**src/rtl/idli_pkg.sv**
```systemverilog
// Shared types and constants for the idli core.
// Fetch front-end additions cover the SQI read sequence.
package idli_pkg;

   typedef logic [1:0]  ctr_t;
   typedef logic [15:0] data_t;

   typedef enum logic [2:0] {
      IDLE,
      CMD,
      ADDR,
      DUMMY,
      DATA
   } fe_state_t;

   localparam logic [7:0] SQI_CMD_READ      = 8'h03;
   localparam logic [2:0] SQI_ADDR_NIBBLES  = 3'd6;
   localparam logic [2:0] SQI_DUMMY_NIBBLES = 3'd2;

   // Nibble idx (0 = most significant) of a 24b SQI byte address.
   function automatic logic [3:0] sqi_addr_nibble(input logic [23:0] addr,
                                                  input logic [2:0]  idx);
      logic [23:0] sh;
      sh = addr >> (5'd20 - {idx, 2'b00});
      return sh[3:0];
   endfunction

endpackage

```
**src/rtl/idli_fetch_m.sv**
```systemverilog
// Instruction fetch: streams 16b words from SQI memory as a sequential
// quad read, one word per 4-cycle GCK period, restarting on redirect.
module idli_fetch_m
   import idli_pkg::*;
(
   input  logic        i_fe_gck,
   input  logic        i_fe_rst,
   input  logic        i_fe_redir,
   input  logic [15:0] i_fe_redir_pc,
   output logic [1:0]  o_fe_ctr,
   output logic [15:0] o_fe_enc,
   output logic        o_fe_enc_vld,
   output logic [15:0] o_fe_pc,
   output logic        o_fe_sqi_cs_n,
   output logic [3:0]  o_fe_sqi_sio,
   output logic        o_fe_sqi_oe,
   input  logic [3:0]  i_fe_sqi_sio
);

   fe_state_t   state_reg, state_next;
   logic [2:0]  cnt_reg, cnt_next;
   ctr_t        ctr_reg;
   logic [15:0] pc_reg, pc_next;
   logic [11:0] shift_reg;
   logic        cs_n_reg, cs_n_next;
   logic        oe_reg, oe_next;
   logic [3:0]  sio_reg, sio_next;
   logic        redir;
   logic [23:0] byte_addr;

   assign redir     = i_fe_redir && (ctr_reg == 2'd3);
   assign byte_addr = {7'b0, pc_reg, 1'b0};

   always_comb begin
      state_next = state_reg;
      cnt_next   = cnt_reg;
      pc_next    = pc_reg;
      case (state_reg)
         IDLE: begin
            // Entering CMD at ctr==2 lands the first DATA cycle on ctr==0.
            if (ctr_reg == 2'd1) begin
               state_next = CMD;
               cnt_next   = 3'd0;
            end
         end
         CMD: begin
            if (cnt_reg == 3'd1) begin
               state_next = ADDR;
               cnt_next   = 3'd0;
            end else begin
               cnt_next = cnt_reg + 3'd1;
            end
         end
         ADDR: begin
            if (cnt_reg == SQI_ADDR_NIBBLES - 3'd1) begin
               state_next = DUMMY;
               cnt_next   = 3'd0;
            end else begin
               cnt_next = cnt_reg + 3'd1;
            end
         end
         DUMMY: begin
            if (cnt_reg == SQI_DUMMY_NIBBLES - 3'd1) begin
               state_next = DATA;
               cnt_next   = 3'd0;
            end else begin
               cnt_next = cnt_reg + 3'd1;
            end
         end
         DATA: begin
            if (ctr_reg == 2'd3) begin
               pc_next = pc_reg + 16'd1;
            end
         end
         default: begin
            state_next = IDLE;
            cnt_next   = 3'd0;
         end
      endcase
      if (redir) begin
         state_next = IDLE;
         cnt_next   = 3'd0;
         pc_next    = i_fe_redir_pc;
      end
   end

   // SQI pins are registered, so they are decoded from the next state.
   always_comb begin
      cs_n_next = 1'b1;
      oe_next   = 1'b0;
      sio_next  = 4'h0;
      case (state_next)
         CMD: begin
            cs_n_next = 1'b0;
            oe_next   = 1'b1;
            sio_next  = (cnt_next == 3'd0) ? SQI_CMD_READ[7:4] : SQI_CMD_READ[3:0];
         end
         ADDR: begin
            cs_n_next = 1'b0;
            oe_next   = 1'b1;
            sio_next  = sqi_addr_nibble(byte_addr, cnt_next);
         end
         DUMMY, DATA: begin
            cs_n_next = 1'b0;
         end
         default: begin
            cs_n_next = 1'b1;
         end
      endcase
   end

   always_ff @(posedge i_fe_gck or posedge i_fe_rst) begin
      if (i_fe_rst) begin
         state_reg <= IDLE;
         cnt_reg   <= 3'd0;
         ctr_reg   <= 2'd0;
         pc_reg    <= 16'h0000;
         shift_reg <= 12'h000;
         cs_n_reg  <= 1'b1;
         oe_reg    <= 1'b0;
         sio_reg   <= 4'h0;
      end else begin
         state_reg <= state_next;
         cnt_reg   <= cnt_next;
         ctr_reg   <= ctr_reg + 2'd1;
         pc_reg    <= pc_next;
         cs_n_reg  <= cs_n_next;
         oe_reg    <= oe_next;
         sio_reg   <= sio_next;
         if (state_reg == DATA) begin
            shift_reg <= {shift_reg[7:0], i_fe_sqi_sio};
         end
      end
   end

   assign o_fe_ctr      = ctr_reg;
   assign o_fe_enc      = {shift_reg, i_fe_sqi_sio};
   assign o_fe_enc_vld  = (state_reg == DATA) && (ctr_reg == 2'd3) && !i_fe_redir;
   assign o_fe_pc       = pc_reg;
   assign o_fe_sqi_cs_n = cs_n_reg;
   assign o_fe_sqi_oe   = oe_reg;
   assign o_fe_sqi_sio  = sio_reg;

endmodule

```
**config.mk**
```make
export PLATFORM = sky130hd
export DESIGN_NAME = idli_fetch_m
export DESIGN_NICKNAME = d
export VERILOG_FILES = /design/src/rtl/idli_pkg.sv /design/src/rtl/idli_fetch_m.sv
export SDC_FILE = /design/constraint.sdc
export NUM_CORES = 1
export LEC_CHECK = 0
export ABC_AREA = 0
export BUFFER_PORTS_ARGS = -buffer_cell sky130_fd_sc_hd__buf_2
export CAP_MARGIN = 0
export CELL_PAD_IN_SITES_DETAIL_PLACEMENT = 2
export CELL_PAD_IN_SITES_GLOBAL_PLACEMENT = 2
export CORE_ASPECT_RATIO = 0.7
export CORE_MARGIN = 2
export CORE_UTILIZATION = 29
export CTS_CLUSTER_DIAMETER = 80
export DETAILED_ROUTE_END_ITERATION = 8
export HOLD_SLACK_MARGIN = 0.15
export PLACE_DENSITY = 0.74
export SYNTH_ARGS = -nofsm -noshare
export SYNTH_HDL_FRONTEND = slang
export SYNTH_SLANG_ARGS = --single-unit
export TNS_END_PERCENT = 10
```
**constraint.sdc**
```tcl
create_clock -name i_fe_gck -period 1.7 [get_ports i_fe_gck]
set_input_delay 0.34 -clock i_fe_gck [delete_from_list [all_inputs] [get_ports i_fe_gck]]
set_output_delay 0.34 -clock i_fe_gck [all_outputs]
set_load 0.03 [all_outputs]
```
Word-level counts from Yosys, hierarchy flattened

Index checks and enable logic that the tools add are counted.
W data, S select, Z words.

Word-level logic and storage cells: 55
Register bits after elaboration: 42
Input bits: 23

Equality and inequality tests: 12
Reduce and logical (&&, ||, !) cells: 12
Multiplexer cells: 18
$add $sub $neg: 4
Shifts and indexed selects: 1

Operators with widths:

| operator                | count |
|---|---|
| $mux W16                | 3 |
| $mux W3                 | 9 |
| $shr A17 B5 Y4          | 1 |
| $add A16 B1 Y16 const B | 1 |
| $pmux W3 S5             | 1 |
| $eq A3 B2 Y1 const B    | 4 |
| $pmux W3 S4             | 1 |
| $eq A3 B1 Y1 const B    | 3 |
| $eq A3 B3 Y1 const B    | 3 |
| $pmux W4 S2             | 1 |
| $logic_not A3 Y1        | 2 |
| $sub A5 B5 Y5 const A   | 1 |
| $reduce_bool A2 Y1      | 2 |
| $reduce_or A2 Y1        | 2 |
| $reduce_or A4 Y1        | 1 |
| $add A3 B1 Y3 const B   | 1 |
| $logic_and A1 B1 Y1     | 3 |
| $add A2 B1 Y2 const B   | 1 |
| $eq A2 B1 Y1 const B    | 1 |
| $eq A2 B2 Y1 const B    | 1 |
| $mux W1                 | 2 |
| $mux W2                 | 1 |
| $reduce_and A2 Y1       | 1 |
| $logic_not A1 Y1        | 1 |

Longest topological paths before layout

Gate-level depths: netlist (run 1).

Depth in word-level cells: 7
Depth in mapped cells: 8
Depth with buffers taken out: 7

Worst setup path after synthesis (run 1)

No wires, ideal clock.

Path type: reg-to-reg
Start: reg ctr_reg[0] (netlist: o_fe_ctr[0])
End: reg sio_reg[0] (netlist: o_fe_sqi_sio[0])
Path buffers: 1
Path slack: -0.357 ns
Period minus slack after synthesis: 2.057 ns
Setup time: 0.096 ns
Arrival: 1.962 ns
Data required time: 1.604 ns
Cell stages (with the launch flop): 8
Cell sequence: dfrtp_1 ha_1 nand2_1 buf_4 nand4_1 a221o_1 o211a_1 o32ai_2

Longest elaborated chain between the ends: 7
Elaborated cells between the ends (all ways): 16
Those cells by class: 1 x add/sub; 4 x eq/ne; 1 x shift; 8 x mux; 2 x reduce/logical

Ends and longest elaborated chain:

| element                                           | line                               | text |
|---|---|---|
| start, declared                                   | idli_fetch_m.sv:22                 | `ctr_t ctr_reg;` |
| start signal, assigned                            | idli_fetch_m.sv:125                | `ctr_reg <= ctr_reg + 2'd1;` |
| $eq A2 B1 Y1                                      | idli_fetch_m.sv:41                 | `if (ctr_reg == 2'd1) begin` |
| $mux W3                                           | idli_fetch_m.sv:41                 |  |
| $pmux W3 S4                                       | idli_fetch_m.sv:38                 | `case (state_reg)` |
| $mux W3                                           | idli_fetch_m.sv:80                 | `if (redir) begin` |
| $sub A5 B5 Y5 or $logic_not A3 Y1 (tied branches) | idli_pkg.sv:24, idli_fetch_m.sv:96 |  |
| $shr A17 B5 Y4 or $mux W2 (tied branches)         | idli_pkg.sv:24, idli_fetch_m.sv:96 |  |
| $pmux W4 S2 *                                     | idli_fetch_m.sv:92                 | `case (state_next)` |
| net sio_next[0]                                   | idli_fetch_m.sv:27                 | `logic [3:0] sio_reg, sio_next;` |
| end signal, assigned                              | idli_fetch_m.sv:129                | `sio_reg <= sio_next;` |
| end, declared                                     | idli_fetch_m.sv:27                 |  |

The timed path passes the listed nets; every way through them passes the cells marked *.
A chain may end at the register's enable or synchronous reset.

Worst setup path in the final report (run 1)

Start: reg ctr_reg[1] (netlist: o_fe_ctr[1])
End: reg sio_reg[0] (netlist: o_fe_sqi_sio[0])

Same word-level chain as after synthesis.

==> metrics.md, run 1 <==
| Metric | Value |
|---|---|
| Outcome | `finished, violations left` |
| Failing checks | `setup timing` |
| Syn-to-layout area delta | `45.5%` |
| I/O Buffers | `63` |
| Initial Util | `a little under a third` |
| First-pass GRT wire length | `13400 um` |
| Worst path cell trace | `inv_2 -> ha_4 -> or2b_4 -> nand4_1 -> buf_4 -> nand3_1 -> o211a_1 -> o32ai_2` |
| Die area | `0.00900 mm2` |
| Initial antenna violation count | `0` |
| Vias in the first global route | `2426` |
| Total Wirelength | `8470 um` |
| HPWL Detailed | `about 6100 um` |
| Worst setup path end | `o_fe_sqi_sio[0]` |
| Num rows | `27` |
| CTS tree | `done` |
| Vias | `2152` |
| Placer Congestion | `0.853` |
| Vias per inst | `~5` |
| H-tree depth | `2` |
| Yosys warns | `0` |
| CTS clk-pin slew, worst paths | `0.07 ns` |
| Synth Instances | `225` |
| DR iter-0 viols | `73` |
| Max incr delay on CP | `0.44 ns` |
| Post-synth EDFFs | `0` |
| Max IR drop VDD | `0.000649 V` |
| Fin crit share | `114%` |
| CTS Buffer Depth | `2` |
| Seq/Total Area, Yosys | `44.0%` |
| Max-slew violations | `0` |
| Grt total ovfl | `0` |
| Max reg flops | `16` |
| Reg2reg path depth | `8` |
| Syn Nets | `roughly 250` |
| Worst flop-to-flop path startpoint | `o_fe_ctr[1]` |
| DR WL/cell | `19.6 um` |
| Largest net degree at the start of global routing | `43` |
| Design Area, Final | `0.00348 mm2` |
| 1st-pass router iterations | `4` |
| # IOs | `64` |
| Horiz. Die Dim | `113 um` |
| Final min period | `between 1.5 and 2 ns` |
| Worst reg2reg endpoint | `o_fe_sqi_sio[0]` |
| Clock root cell | `clkbuf_16` |
| FF+latch area | `roughly 0.0011 mm2` |
| Largest delay share family, worst path | `compound AO/OA/AOI/OAI gates` |
| Final hold violation count | `0` |
| Synth Register Bits | `42` |
| Drt drc | `0` |
| Primary FF master, synth | `dfrtp_1` |
| Finished Layout Cells | `431` |
| Critical Path AT | `2.14 ns` |
| Worst slew margin | `77.4%` |
| Setup Skew | `0.00374 ns` |
| Post-Syn Area | `0.00239 mm2` |
| Required time worst endpoint | `roughly 1.9 ns` |
| Nets | `357` |
| Cts bufs inserted | `5` |
| Slowest CP cell | `dfrtp_2` |
| CTS sink cnt | `42` |
| Worst-margin pin slew | `roughly 0.33 ns` |
| Die Ht | `between 70 and 80 um` |
| Global-route usage over all layers | `19.7%` |
| Distinct cells, synth | `57` |
| Max-Cap Viols | `0` |
| Max FO, Critical Path | `4` |
| CP bufs+invs | `2` |
| Worst Setup Path Type | `reg2reg` |
| Worst setup path start | `o_fe_ctr[1]` |
| Area after DPL | `between 0.003 and 0.004 mm2` |
| Hold Path Class | `in2reg` |
| Share of layout cells above drive strength 1 | `~54%` |
| CORE AREA | `0.00794 mm2` |
| Pleak | `1.59 nW` |
| Fill count | `819` |
| Avg Inst Size Synth | `10.6 um2` |
| Placed instance count | `415` |
| Commonest non-fill, non-tap cell in the layout | `buf_2` |
| DRT antenna net count | `0` |
| RSZ-0062 raised after global routing | `yes` |
| Worst Setup End Kind | `register` |
| Stages on worst setup path | `8` |
| Later-pin clock latency in the skew report | `0.29 ns` |
| FF-to-FF setup slack | `-0.25 ns` |
| Most frequent cells in the layout | `62 x buf_2, 44 x buf_4, 35 x dfrtp_1, 20 x nor2_1, 16 x a21oi_1` |
| ANT cells | `0` |
| Fmax achieved | `514 MHz` |
| Setup violators final | `6` |
| CP Launch Type | `register` |
| Power Dens Cells | `1500 mW/mm2` |
| Async SR Flop Fraction | `100%` |
| Area of the multi-input gates | `0.00137 mm2` |
| Worst Setup Slack, final | `-0.246 ns` |
==> report_power, final <==
part | internal, mW | switching (mW) | leakage (nW)
clock network | 0.563 | 0.451 | 0.0763
registers | 1.26 | 0.256 | 0.515
logic | 1.14 | 1.53 | 1.00
total | 2.96 | 2.24 | 1.59
==> worst min path at each step <==
stage                           startpoint         end  slack, ns  cells past startpoint
after detailed placement          i_fe_rst  o_fe_pc[9]       0.40                      3
after CTS                 i_fe_redir_pc[0]  o_fe_pc[0]       0.28                      2
final                     i_fe_redir_pc[0]  o_fe_pc[0]       0.28                      2
after global placement            i_fe_rst  o_fe_pc[9]       0.39                      3
after floorplan           i_fe_redir_pc[0]  o_fe_pc[0]       0.49                      1
after global routing      i_fe_redir_pc[0]  o_fe_pc[0]       0.29                      2
==> routing by layer <==
layer | part of all wire, % | vias to the layer above | global-route usage, % | wire, um
met2 | 49 | 50 | 34.0 | 4150
met1 | 46 | 1086 | 25.3 | 3920
met3 | 3.6 | 9 | 4.48 | 301
met4 | 1.0 | 0 | 4.39 | 88
met5 | 0 | - | 0 | 0
li1 | - | 1007 | - | -
==> per-stage QoR <==
stage               setup TNS [ns]  hold WS [ns]  power (mW)  util [%]  setup WS, ns
floorplan                   -0.653         0.490        3.02         -        -0.171
global placement             -1.66         0.389        3.70      38.5        -0.269
detailed placement           -2.72         0.395        3.84      38.5        -0.342
CTS                          -1.13         0.280        5.09      42.5        -0.231
global route                 -2.03         0.288        5.49      43.8        -0.355
finish                       -1.11         0.282        5.20      43.8        -0.246
==> layout make-up <==
class	instances	share of cell area, %
inverters	14	1.51
clock buffers	5	3.60
flip-flops and latches	42	30.5
multi-input cells	155	39.5
clock inverters	3	0.827
repair buffers	111	20.5
well taps	101	3.63
==> Yosys cell counts (3+ instances only) <==
master	n	share of area [%]
buf_4	6	1.9
nor2b_1	3	0.79
a21oi_1	17	3.6
mux2i_1	3	1.3
ha_1	5	2.6
clkbuf_1	3	0.47
nand3_1	10	2.1
nand4_1	4	1.0
inv_1	14	2.2
nor3_1	9	1.9
xnor2_1	12	4.4
mux2_2	13	6.1
dfrtp_1	41	43
nor2_1	23	3.6
nand2_1	6	0.94
a211oi_1	3	0.94
xor2_1	5	1.8
==> cells by family after synthesis <==
kind of cell	count (synthesis)	share of synthesized area [%]
AOI/OAI and AO/OA	43	14.8
xor gates and xnor gates	17	6.23
adders and majority gates	5	2.62
buffers and inverters	28	6.75
DFF	42	44.0
muxes	16	7.38
and+or+nand+nor	74	18.3
==> what timing repair did <==
| action | 4_1_cts | 5_1_grt |
|---|---|---|
| setup buffers | 2 | 5 |
| gates resized for setup | 27 | 14 |
| hold endpoints to repair | 41 | 0 |
| hold buffers | 1 | 0 |
| endpoints found under the setup margin | 22 | 22 |
| pin swaps | 9 | 14 |
Power figures use the tool's default switching activity.
==> run 2, diff against run 1 <==
--- a/config.mk
+++ b/config.mk
@@ -12,11 +12,12 @@
 export CELL_PAD_IN_SITES_GLOBAL_PLACEMENT = 2
 export CORE_ASPECT_RATIO = 0.7
 export CORE_MARGIN = 2
-export CORE_UTILIZATION = 29
+export CORE_UTILIZATION = 30
+export CTS_BUF_LIST = sky130_fd_sc_hd__clkbuf_4
 export CTS_CLUSTER_DIAMETER = 80
 export DETAILED_ROUTE_END_ITERATION = 8
 export HOLD_SLACK_MARGIN = 0.15
-export PLACE_DENSITY = 0.74
+export PLACE_DENSITY = 0.76
 export SYNTH_ARGS = -nofsm -noshare
 export SYNTH_HDL_FRONTEND = slang
 export SYNTH_SLANG_ARGS = --single-unit
==> metrics.md, run 2 (synthesized netlist as in run 1, its figures left out) <==
| Metric | Value |
|---|---|
| Max IR drop VDD | `0.000699 V (was 0.000649 V)` |
| Nets | `372 (was 357)` |
| CP Launch Type | `register (unchanged)` |
| CTS clk-pin slew, worst paths | `0.16 ns (was 0.07 ns)` |
| CORE AREA | `0.00780 mm2 (was 0.00794 mm2)` |
| 1st-pass router iterations | `4 (unchanged)` |
| Worst Setup Path Type | `reg2reg (unchanged)` |
| Hold Path Class | `in2reg (unchanged)` |
| Share of layout cells above drive strength 1 | `56.5% (was 53.9%)` |
| Die area | `0.00871 mm2 (was 0.00900 mm2)` |
| Grt total ovfl | `0 (unchanged)` |
| Fin crit share | `116% (was 114%)` |
| Total Wirelength | `10300 um (was 8470 um)` |
| Horiz. Die Dim | `111 um (was 113 um)` |
| Max-Cap Viols | `0 (unchanged)` |
| Fmax achieved | `508 MHz (was 514 MHz)` |
| # IOs | `64 (unchanged)` |
| DR iter-0 viols | `118 (was 73)` |
| Vias | `2317 (was 2152)` |
| Final min period | `1.97 ns (was 1.95 ns)` |
| Pleak | `1.67 nW (was 1.59 nW)` |
| Critical Path AT | `2.28 ns (was 2.14 ns)` |
| Worst Setup Slack, final | `-0.268 ns (was -0.246 ns)` |
| Power Dens Cells | `1420 mW/mm2 (was 1500 mW/mm2)` |
| Largest net degree at the start of global routing | `21 (was 43)` |
| Initial antenna violation count | `0 (unchanged)` |
| Global-route usage over all layers | `21.2% (was 19.7%)` |
| Clock root cell | `clkbuf_4 (was clkbuf_16)` |
| DRT antenna net count | `0 (unchanged)` |
| Worst Setup End Kind | `register (unchanged)` |
| CTS sink cnt | `42 (unchanged)` |
| Later-pin clock latency in the skew report | `0.39 ns (was 0.29 ns)` |
| Die Ht | `78.7 um (was 80.0 um)` |
| First-pass GRT wire length | `14200 um (was 13400 um)` |
| Required time worst endpoint | `2.01 ns (was 1.89 ns)` |
| HPWL Detailed | `6480 um (was 6060 um)` |
| Commonest non-fill, non-tap cell in the layout | `buf_2 (unchanged)` |
| H-tree depth | `2 (unchanged)` |
| Place WS | `-0.333 ns (was -0.342 ns)` |
| Most frequent cells in the layout | `62 x buf_2, 51 x buf_4, 35 x dfrtp_1, 20 x nor2_1, 16 x a21oi_1 (was 62 x buf_2, 44 x buf_4, 35 x dfrtp_1, 20 x nor2_1, 16 x a21oi_1)` |
| CTS tree | `done (unchanged)` |
| CTS Buffer Depth | `2 (unchanged)` |
| Vias in the first global route | `2475 (was 2426)` |
| Setup Skew | `0.0246 ns (was 0.00374 ns)` |
| Worst slew margin | `51.4% (was 77.4%)` |
| ANT cells | `0 (unchanged)` |
| Syn-to-layout area delta | `50.9% (was 45.5%)` |
| Cts bufs inserted | `5 (unchanged)` |
| Final hold violation count | `0 (unchanged)` |
| Setup violators final | `16 (was 6)` |
| Slowest CP cell | `dfrtp_1 (was dfrtp_2)` |
| DR WL/cell | `23.1 um (was 19.6 um)` |
| Max FO, Critical Path | `5 (was 4)` |
| Worst-margin pin slew | `0.725 ns (was 0.330 ns)` |
| Max incr delay on CP | `0.39 ns (was 0.44 ns)` |
| Max-slew violations | `0 (unchanged)` |
| Num rows | `27 (unchanged)` |
| RSZ-0062 raised after global routing | `yes (unchanged)` |
| Max reg flops | `16 (unchanged)` |
| Failing checks | `setup timing (unchanged)` |
| Outcome | `finished, violations left (unchanged)` |
| Worst path cell trace | `inv_1 -> ha_4 -> a21boi_4 -> o2111ai_4 -> a221o_1 -> o211a_1 -> o32ai_2 (was inv_2 -> ha_4 -> or2b_4 -> nand4_1 -> buf_4 -> nand3_1 -> o211a_1 -> o32ai_2)` |
| Placer Congestion | `0.825 (was 0.853)` |
| Drt drc | `0 (unchanged)` |
| Setup TNS | `-1.71 ns (was -1.11 ns)` |
| Vias per inst | `5.20 (was 4.99)` |
| Initial Util | `30.6% (was 30.1%)` |
| I/O Buffers | `63 (unchanged)` |
## run 2: cell count changes in the layout (fill, tap and decap cells not counted), moves of 2 or more
cell	previous run	this run
buf_6	2	10
clkinvlp_4	0	2
clkbuf_4	0	5
clkbuf_16	5	0
buf_4	44	51
nor4_2	2	0
nor4_4	0	2
## run 2: area by class of cell
cell class,instances,area [um2]
Timing Repair Buffer,125,836
Sequential cell,42,1060
Fill cell,818,4200
Inverter,14,52.6
Multi-Input combinational cell,156,1470
Clock buffer,5,37.5
Tap cell,101,126
Clock inverter,3,23.8
## run 2: per-stage QoR
step / cell area, um2 / power, mW / utilization (%) / instances / hold slack (ns)
5_1_grt: 3610 / 5.39 / 46.2 / 446 / 0.171
3_5_place_dp: 3100 / 3.87 / 39.7 / 420 / 0.399
2_1_floorplan: 2420 / 3.02 / - / 225 / 0.490
3_3_place_gp: 3100 / 3.72 / 39.7 / 420 / 0.393
6_report: 3610 / 5.13 / 46.2 / 446 / 0.184
4_1_cts: 3420 / 4.76 / 43.8 / 437 / 0.175
## run 2: worst max-delay path, delay by kind of cell (launching register included)
family,cells,cell delay [ns]
adder cells (fa/ha/maj),1,0.19
flip-flops,1,0.39
buffers and inverters,1,0.08
AO/OA/AOI/OAI,5,1.26
## run 2: routing by layer
metal | share of wire [%] | vias up | GRT usage, %
li1 | - | 1050 | -
met1 | 42 | 1188 | 27.9
met2 | 52 | 65 | 36.2
met3 | 4.4 | 14 | 3.51
met4 | 2.1 | 0 | 6.38
met5 | 0 | - | 0
## run 2: final timing paths
kind                                  from               to  slack [ns]  cells past startpoint
setup / recovery                cnt_reg[1]  o_fe_sqi_sio[0]       -0.27                      7
hold / removal             i_fe_sqi_sio[3]     shift_reg[3]        0.18                      2
setup reg to reg                cnt_reg[1]  o_fe_sqi_sio[0]       -0.27                      7
hold reg to reg               shift_reg[8]     shift_reg[8]        0.54                      1
max in group asynchronous         i_fe_rst       cnt_reg[0]        0.67                      4
min in group asynchronous         i_fe_rst     shift_reg[6]        0.50                      3
## run 2: what timing repair did
item | 4_1_cts | 5_1_grt
setup buffers | 8 | 8
hold buffers | 1 | 0
cloned | 0 | 1
endpoints found under the hold margin | 14 | 0
endpoints found under the setup margin | 17 | 35
pin swaps | 12 | 25
gates resized for setup | 35 | 21
## run 2: report_power, final
part           internal, mW  total (mW)  switching (mW)
Combinational          1.29        3.04            1.75
Sequential             1.26        1.51           0.252
Clock                 0.166       0.581           0.415
Total                  2.71        5.13            2.42
==> run 3, diff against run 2 <==
--- a/config.mk
+++ b/config.mk
@@ -6,11 +6,10 @@
 export NUM_CORES = 1
 export LEC_CHECK = 0
 export ABC_AREA = 0
-export BUFFER_PORTS_ARGS = -buffer_cell sky130_fd_sc_hd__buf_2
-export CAP_MARGIN = 0
+export BUFFER_PORTS_ARGS = -buffer_cell sky130_fd_sc_hd__clkbuf_2
 export CELL_PAD_IN_SITES_DETAIL_PLACEMENT = 2
 export CELL_PAD_IN_SITES_GLOBAL_PLACEMENT = 2
-export CORE_ASPECT_RATIO = 0.7
+export CORE_ASPECT_RATIO = 0.9
 export CORE_MARGIN = 2
 export CORE_UTILIZATION = 30
 export CTS_BUF_LIST = sky130_fd_sc_hd__clkbuf_4
==> metrics.md, run 3 (synthesized netlist as in run 1, its figures left out) <==
| Metric | Value |
|---|---|
| Hold Path Class | `in2reg (unchanged)` |
| Max FO, Critical Path | `4 (was 5)` |
| Die area | `0.00870 mm2 (was 0.00871 mm2)` |
| Largest delay share family, worst path | `compound AO/OA/AOI/OAI gates (unchanged)` |
| CTS Buffer Depth | `2 (unchanged)` |
| Grt total ovfl | `0 (unchanged)` |
| DRT antenna net count | `0 (unchanged)` |
| Power Dens Cells | `1430 mW/mm2 (was 1420 mW/mm2)` |
| Final min period | `2.03 ns (was 1.97 ns)` |
| Syn-to-layout area delta | `44.9% (was 50.9%)` |
| Worst Setup Path Type | `reg2reg (unchanged)` |
| Max IR drop VDD | `0.000690 V (was 0.000699 V)` |
| Max reg flops | `16 (unchanged)` |
| RSZ-0062 raised after global routing | `yes (unchanged)` |
| Finished Layout Cells | `430 (was 446)` |
| H-tree depth | `2 (unchanged)` |
| Commonest non-fill, non-tap cell in the layout | `clkbuf_2 (was buf_2)` |
| Place WS | `-0.289 ns (was -0.333 ns)` |
| Utilization after layout | `45.5% (was 46.2%)` |
| Vias | `2176 (was 2317)` |
| Fill count | `817 (was 818)` |
| 1st-pass router iterations | `4 (unchanged)` |
| Pleak | `1.59 nW (was 1.67 nW)` |
| Max-Cap Viols | `0 (unchanged)` |
| Setup Skew | `0.0187 ns (was 0.0246 ns)` |
| Most frequent cells in the layout | `62 x clkbuf_2, 46 x buf_4, 36 x dfrtp_1, 19 x nor2_1, 17 x a21oi_1 (was 62 x buf_2, 51 x buf_4, 35 x dfrtp_1, 20 x nor2_1, 16 x a21oi_1)` |
| Worst path cell trace | `inv_2 -> ha_4 -> or2b_4 -> nand4_1 -> a221o_1 -> o211a_1 -> o32ai_2 (was inv_1 -> ha_4 -> a21boi_4 -> o2111ai_4 -> a221o_1 -> o211a_1 -> o32ai_2)` |
| Share of layout cells above drive strength 1 | `55.4% (was 56.5%)` |
| Total Wirelength | `8350 um (was 10300 um)` |
| Placed instance count | `413 (was 420)` |
| Hold WS | `0.215 ns (was 0.184 ns)` |
| DR WL/cell | `19.4 um (was 23.1 um)` |
| Vias per inst | `5.06 (was 5.20)` |
| Worst-margin pin slew | `0.440 ns (was 0.725 ns)` |
| CP bufs+invs | `1 (unchanged)` |
| Later-pin clock latency in the skew report | `0.36 ns (was 0.39 ns)` |
| Initial Util | `31.4% (was 30.6%)` |
| Max-slew violations | `0 (unchanged)` |
| Die Ht | `88.7 um (was 78.7 um)` |
| Cts bufs inserted | `5 (unchanged)` |
| Worst Setup End Kind | `register (unchanged)` |
| Largest net degree at the start of global routing | `26 (was 21)` |
| CTS tree | `done (unchanged)` |
| Initial antenna violation count | `0 (unchanged)` |
| Required time worst endpoint | `1.95 ns (was 2.01 ns)` |
| Max incr delay on CP | `0.44 ns (was 0.39 ns)` |
| CTS sink cnt | `42 (unchanged)` |
| Failing checks | `setup timing (unchanged)` |
| Slowest CP cell | `dfrtp_2 (was dfrtp_1)` |
| Fmax achieved | `492 MHz (was 508 MHz)` |
| Global-route usage over all layers | `19.5% (was 21.2%)` |
| Vias in the first global route | `2423 (was 2475)` |
| Setup violators final | `7 (was 16)` |
| CP Launch Type | `register (unchanged)` |
| Outcome | `finished, violations left (unchanged)` |
| # IOs | `64 (unchanged)` |
| Setup TNS | `-1.47 ns (was -1.71 ns)` |
| Horiz. Die Dim | `98.1 um (was 111 um)` |
| Critical Path AT | `2.29 ns (was 2.28 ns)` |
| DR iter-0 viols | `49 (was 118)` |
| First-pass GRT wire length | `13200 um (was 14200 um)` |
| ANT cells | `0 (unchanged)` |
| Worst slew margin | `70.7% (was 51.4%)` |
| CTS clk-pin slew, worst paths | `0.14 ns (was 0.16 ns)` |
| Drt drc | `0 (unchanged)` |
| Placer Congestion | `0.817 (was 0.825)` |
| HPWL Detailed | `5860 um (was 6480 um)` |
| Num rows | `30 (was 27)` |
| Clock root cell | `clkbuf_4 (unchanged)` |
| I/O Buffers | `63 (unchanged)` |
| Final hold violation count | `0 (unchanged)` |
| Worst Setup Slack, final | `-0.334 ns (was -0.268 ns)` |
| Nets | `361 (was 372)` |
| CORE AREA | `0.00762 mm2 (was 0.00780 mm2)` |
| Fin crit share | `120% (was 116%)` |
## run 3: cell count changes in the layout (fill, tap and decap cells not counted), sizes merged
cell    change
buf        -73
inv         -1
nand2       -1
clkbuf     +63
bufinv      +1
## run 3: path summary, 6_finish.rpt
| path | start | endpoint | slack [ns] | cells past startpoint |
|---|---|---|---|---|
| max | o_fe_ctr[1] | o_fe_sqi_sio[0] | -0.33 | 7 |
| min | i_fe_redir_pc[0] | o_fe_pc[0] | 0.21 | 2 |
| max reg2reg | o_fe_ctr[1] | o_fe_sqi_sio[0] | -0.33 | 7 |
| min reg2reg | shift_reg[11] | shift_reg[11] | 0.52 | 1 |
| max in group asynchronous | i_fe_rst | cnt_reg[2] | 0.86 | 4 |
| min in group asynchronous | i_fe_rst | shift_reg[6] | 0.52 | 4 |
## run 3: metrics by stage
step	instance area (um2)	power [mW]
after CTS	3330	4.74
after global routing	3460	5.24
after detailed placement	3060	3.81
after floorplan	2420	3.02
final	3460	4.94
after global placement	3060	3.70
## run 3: layout make-up
type / count / area (um2) / area share (%)
inverters: 14 / 52.6 / 1.52
clock inverters: 3 / 45.0 / 1.30
flip-flops and latches: 42 / 1060 / 30.6
repair buffers: 115 / 736 / 21.2
well taps: 96 / 120 / 3.47
clock buffers: 5 / 37.5 / 1.08
multi-input cells: 155 / 1420 / 40.8
## run 3: timing repair
action,4_1_cts,5_1_grt
pin swaps,10,9
hold buffers,1,0
cloned,0,0
endpoints found under the setup margin,15,30
setup buffers,5,3
gates resized for setup,26,21
endpoints found under the hold margin,41,0
## run 3: routing by layer
metal | routed length (um) | global-route usage, %
met4 | 155 | 5.93
met1 | 3670 | 24.8
met5 | 0 | 0
met3 | 247 | 2.92
met2 | 4280 | 34.7
## run 3: power by group
part / switching (mW) / internal, mW
clock: 0.359 / 0.309
combinational: 1.59 / 1.19
sequential: 0.242 / 1.26
